--- src/rtl/argmax_classifier.sv ---
// Argmax decision stage: captures one layer output vector and scans it serially,
// one element per cycle, reporting the index of the largest signed value.
// Optional macro ARGMAX_MAXVAL_EN exposes the winning value on o_maxval.
module argmax_classifier #(
  parameter int numInput  = 10,
  parameter int dataWidth = 16,
  parameter int idxWidth  = $clog2(numInput)
) (
  input  logic                          clk,
  input  logic                          rst,
  input  logic [numInput*dataWidth-1:0] i_data,
  input  logic                          i_valid,
  output logic [idxWidth-1:0]           o_data,
  output logic [dataWidth-1:0]          o_maxval,
  output logic                          o_valid,
  output logic                          o_busy
);

  // Handshake: i_valid is a one-cycle pulse accepted only in IDLE; o_valid is a
  // one-cycle pulse marking a fresh o_data/o_maxval, which then hold until the next.
  localparam logic [0:0] IDLE = 1'b0;
  localparam logic [0:0] SCAN = 1'b1;

  logic [0:0]                    state_q, state_d;
  logic [idxWidth-1:0]           cnt_q, cnt_d;
  logic [idxWidth-1:0]           idx_q, idx_d;
  logic [dataWidth-1:0]          max_q, max_d;
  logic [idxWidth-1:0]           data_q, data_d;
  logic                          valid_q, valid_d;
  logic [numInput*dataWidth-1:0] buf_q;

  logic                 load;
  logic                 last;
  logic                 take;
  logic [dataWidth-1:0] cur;
  logic [dataWidth-1:0] nxt_max;
  logic [idxWidth-1:0]  nxt_idx;

  assign load    = (state_q == IDLE) && i_valid;
  assign cur     = buf_q[int'(cnt_q)*dataWidth +: dataWidth];
  assign take    = $signed(cur) > $signed(max_q);
  assign nxt_max = take ? cur : max_q;
  assign nxt_idx = take ? cnt_q : idx_q;
  assign last    = (cnt_q == idxWidth'(numInput - 1));

  // Data buffer needs no reset: it is only read while scanning a captured vector.
  always_ff @(posedge clk) begin
    if (load) buf_q <= i_data;
  end

  always_comb begin
    state_d = state_q;
    cnt_d   = cnt_q;
    idx_d   = idx_q;
    max_d   = max_q;
    data_d  = data_q;
    valid_d = 1'b0;
    case (state_q)
      IDLE: begin
        if (i_valid) begin
          state_d = SCAN;
          max_d   = i_data[dataWidth-1:0];
          idx_d   = '0;
          cnt_d   = idxWidth'(1);
        end
      end
      SCAN: begin
        max_d = nxt_max;
        idx_d = nxt_idx;
        cnt_d = cnt_q + idxWidth'(1);
        if (last) begin
          state_d = IDLE;
          cnt_d   = '0;
          data_d  = nxt_idx;
          valid_d = 1'b1;
        end
      end
      default: state_d = IDLE;
    endcase
  end

  always_ff @(posedge clk or negedge rst) begin
    if (!rst) begin
      state_q <= IDLE;
      cnt_q   <= '0;
      idx_q   <= '0;
      max_q   <= '0;
      data_q  <= '0;
      valid_q <= 1'b0;
    end else begin
      state_q <= state_d;
      cnt_q   <= cnt_d;
      idx_q   <= idx_d;
      max_q   <= max_d;
      data_q  <= data_d;
      valid_q <= valid_d;
    end
  end

`ifdef ARGMAX_MAXVAL_EN
  logic [dataWidth-1:0] maxval_q;

  always_ff @(posedge clk or negedge rst) begin
    if (!rst) begin
      maxval_q <= '0;
    end else if ((state_q == SCAN) && last) begin
      maxval_q <= nxt_max;
    end
  end

  assign o_maxval = maxval_q;
`else
  assign o_maxval = '0;
`endif

  assign o_data  = data_q;
  assign o_valid = valid_q;
  assign o_busy  = (state_q == SCAN);

endmodule

--- config.mk ---
export PLATFORM = sky130hd
export DESIGN_NAME = argmax_classifier
export DESIGN_NICKNAME = d
export VERILOG_FILES = /design/src/rtl/argmax_classifier.sv
export SDC_FILE = /design/constraint.sdc
export NUM_CORES = 1
export LEC_CHECK = 0
export ABC_AREA = 1
export BUFFER_PORTS_ARGS = -buffer_cell sky130_fd_sc_hd__buf_2
export CORE_ASPECT_RATIO = 0.9
export CORE_MARGIN = 3
export CORE_UTILIZATION = 40
export CTS_CLUSTER_DIAMETER = 80
export DETAILED_ROUTE_END_ITERATION = 12
export SETUP_SLACK_MARGIN = 0.02
export SLEW_MARGIN = 10
export SYNTH_ARGS = -nofsm -noshare
export SYNTH_HDL_FRONTEND = slang
export SYNTH_SLANG_ARGS = --single-unit
--- constraint.sdc ---
create_clock -name clk -period 27.4 [get_ports clk]
set_input_delay 5.48 -clock clk [delete_from_list [all_inputs] [get_ports clk]]
set_output_delay 5.48 -clock clk [all_outputs]
set_load 0.02 [all_outputs]
==> qor.yml <==
status:
  status: "finished clean"
worst_setup_path:
  r2r_cells: 18
  path_class: "in2reg"
  required_ns: 27.45
  crit_path_start_kind: "input port"
  arrival_ns: 7.51
  cp-end-kind: "register"
  crit_fanout: 86
detailed_routing:
  via_per_inst: 4.96
  totalWireLength_um: 21200
  wl_per_cell_um: 17.3
  drc: 0
  first_pass_iters: 5
  via_count: 6055
  drt_iter0_drc: 566
  final_antenna_net_count: 0
layout:
  nNetsFinal: 1107
  postLayoutCoreUtil: 0.491
  final_area_um2: 10000
  area_growth_pct: 17.8
  layout-drive-gt1-share: 0.248
logic_synthesis:
  synth_cell_type_count: 36
  yosysWarnings: 0
  syn_area_um2: 8510
  synthTopCellsByCount: "184 x nand2_1, 160 x edfxtp_1, 104 x nor2_1"
  synth_area_per_cell_um2: 11.1
  synth_most_common_cell: "nand2_1"
  async_flop_share: 0.158
  ys.flop_type: "edfxtp_1"
  synthTopCellsByArea: "edfxtp_1 56%, dfrtp_1 8.8%, nand2_1 8.1%, nor2_1 4.6%, nand3_1 2.9%"
  yosys.area.top_type: "edfxtp_1"
  synth_enable_flop_cells: 160
  syn_inst: 769
  seq_area_frac_synth: 0.653
  ys_ff_latch: 190
  synth_top_area_share: 0.565
global_route:
  antenna_found_initial: 2
  grt_pass1_wl_um: 32300
  grt_pass1_vias: 5846
  grt_overflow: 0
  grt_max_degree: 87
  grt_usage: 0.185
sta:
  setup_tns_ns: 0
  tightest_slew_ns: 1.07
  skew_ns: 0.0131
  post-route-period-util: 0.272
  setup_viol: 0
  finalMaxSlewViolations: 0
  hold_viol: 0
  fmax_ghz: 0.134
  slew_headroom: 0.287
  period_minus_slack_ns: 7.46
  rsz0062_at_grt: "false"
placement:
  dp_hpwl_um: 14000
  place_congestion: 0.819
  placed_cell_area_um2: 9460
  port_buffers: 168
cts:
  htree_levels: 4
  clk_pin_slew_ns: 0.08
  numCtsBuffers: 17
  tritoncts: "done"
  cts_max_path_buffers: 2
  holdBufCountCts: 0
  post_cts_buffers: 0
  clk_latency_ns: 0.43
  cts_resized: 0
  root_buffer: "clkbuf_16"
  cts_sinks: 190
floorplan:
  row_count: 49
  core-area_um2: 20400
  dieArea_um2: 23100
  die_h_um: 144
  ios: 185
  dieWidth_um: 160
  initial_core_util: 0.417
worst_hold_path:
  min_path_type: "reg2reg"
  hold_path_depth: 2
run:
  max_cap_viol_count: 0
power:
  vdd_drop_max_uv: 55.6
  leakagePower_uw: 0.00421
  powerDensity_nw_per_um2: 117
==> per-layer routing <==
metal  up-vias  GRT usage  wire (um)
li1       2942          -          -
met1      2864      0.259       9690
met2       220      0.292       9690
met3        27     0.0418       1380
met4         2     0.0539        385
met5         -          0         13
==> critical path, cell delays in order <==
cell and delay (ns):
buf_2 0.09, inv_1 0.06, nor2_4 0.06, buf_4 0.69
buf_4 0.96
==> cell families after synthesis <==
logic type / synth area share
AOI/OAI and AO/OA: 0.0738
buffers and inverters: 0.0588
and+or+nand+nor: 0.185
adders and majority gates: 0.0265
xor gates and xnor gates: 0.00206
DFF: 0.653
other: 0.000441
==> state kept, by name, indices dropped and copies added, names as in the netlist <==
register	count
o_busy	1
cnt_q	4
max_q	16
o_data	4
buf_q	160
idx_q	4
o_valid	1
==> cell usage in the layout, fill, tap and decap left out, types with 2 or more instances in the layout <==
master and instances:
a21oi_1 3, buf_2 168, buf_4 8, clkbuf_1 2
clkbuf_16 17, clkinv_1 3, clkinv_2 2, conb_1 16
dfrtp_1 28, dfrtp_2 2, edfxtp_1 160, ha_1 18
inv_1 30, inv_2 3, inv_6 6, inv_8 2
nand2_1 184, nand2_4 2, nand3_1 49, nand3_2 12
nand4_1 5, nor2_1 103, o211ai_1 32, o21ai_0 27
o21ai_1 39, o22ai_1 3
==> path summary, 6_finish.rpt <==
kind	startpoint	end	slack (ns)
hold / removal	o_data[0]$_DFFE_PN0P_	o_data[0]$_DFFE_PN0P_	0.48
setup / recovery	i_valid	buf_q[42]$_DFFE_PP_	19.94
setup reg to reg	cnt_q[0]$_DFFE_PN0P_	max_q[1]$_DFFE_PN0P_	23.72
hold reg to reg	o_data[0]$_DFFE_PN0P_	o_data[0]$_DFFE_PN0P_	0.48
max in group asynchronous	rst	cnt_q[0]$_DFFE_PN0P_	21.81
min in group asynchronous	rst	o_data[0]$_DFFE_PN0P_	5.09
==> per-stage QoR <==
step	hold WS, ns	cells	power, uW	setup WS [ns]
after detailed placement	0.467	1187	942	19.48
after global routing	0.509	1220	1270	19.79
after floorplan	0.449	784	834	12.53
after CTS	0.486	1219	1180	19.94
final	0.484	1220	1170	19.94
after global placement	0.463	1187	933	19.53
==> layout make-up <==
cell class	instances	area [um^2]
clock inverter	13	126
clock buffer	19	433
sequential	190	5560
timing repair buffer	176	901
fill	1930	10400
multi-input combinational	505	2520
antenna	1	2.50
tap	280	350
inverter	36	138
==> where the power goes <==
group | switching [uW] | internal (uW)
combinational | 361 | 169
clock | 114 | 128
sequential | 19.2 | 382
Note: power is estimated with default switching activity, not from simulation.
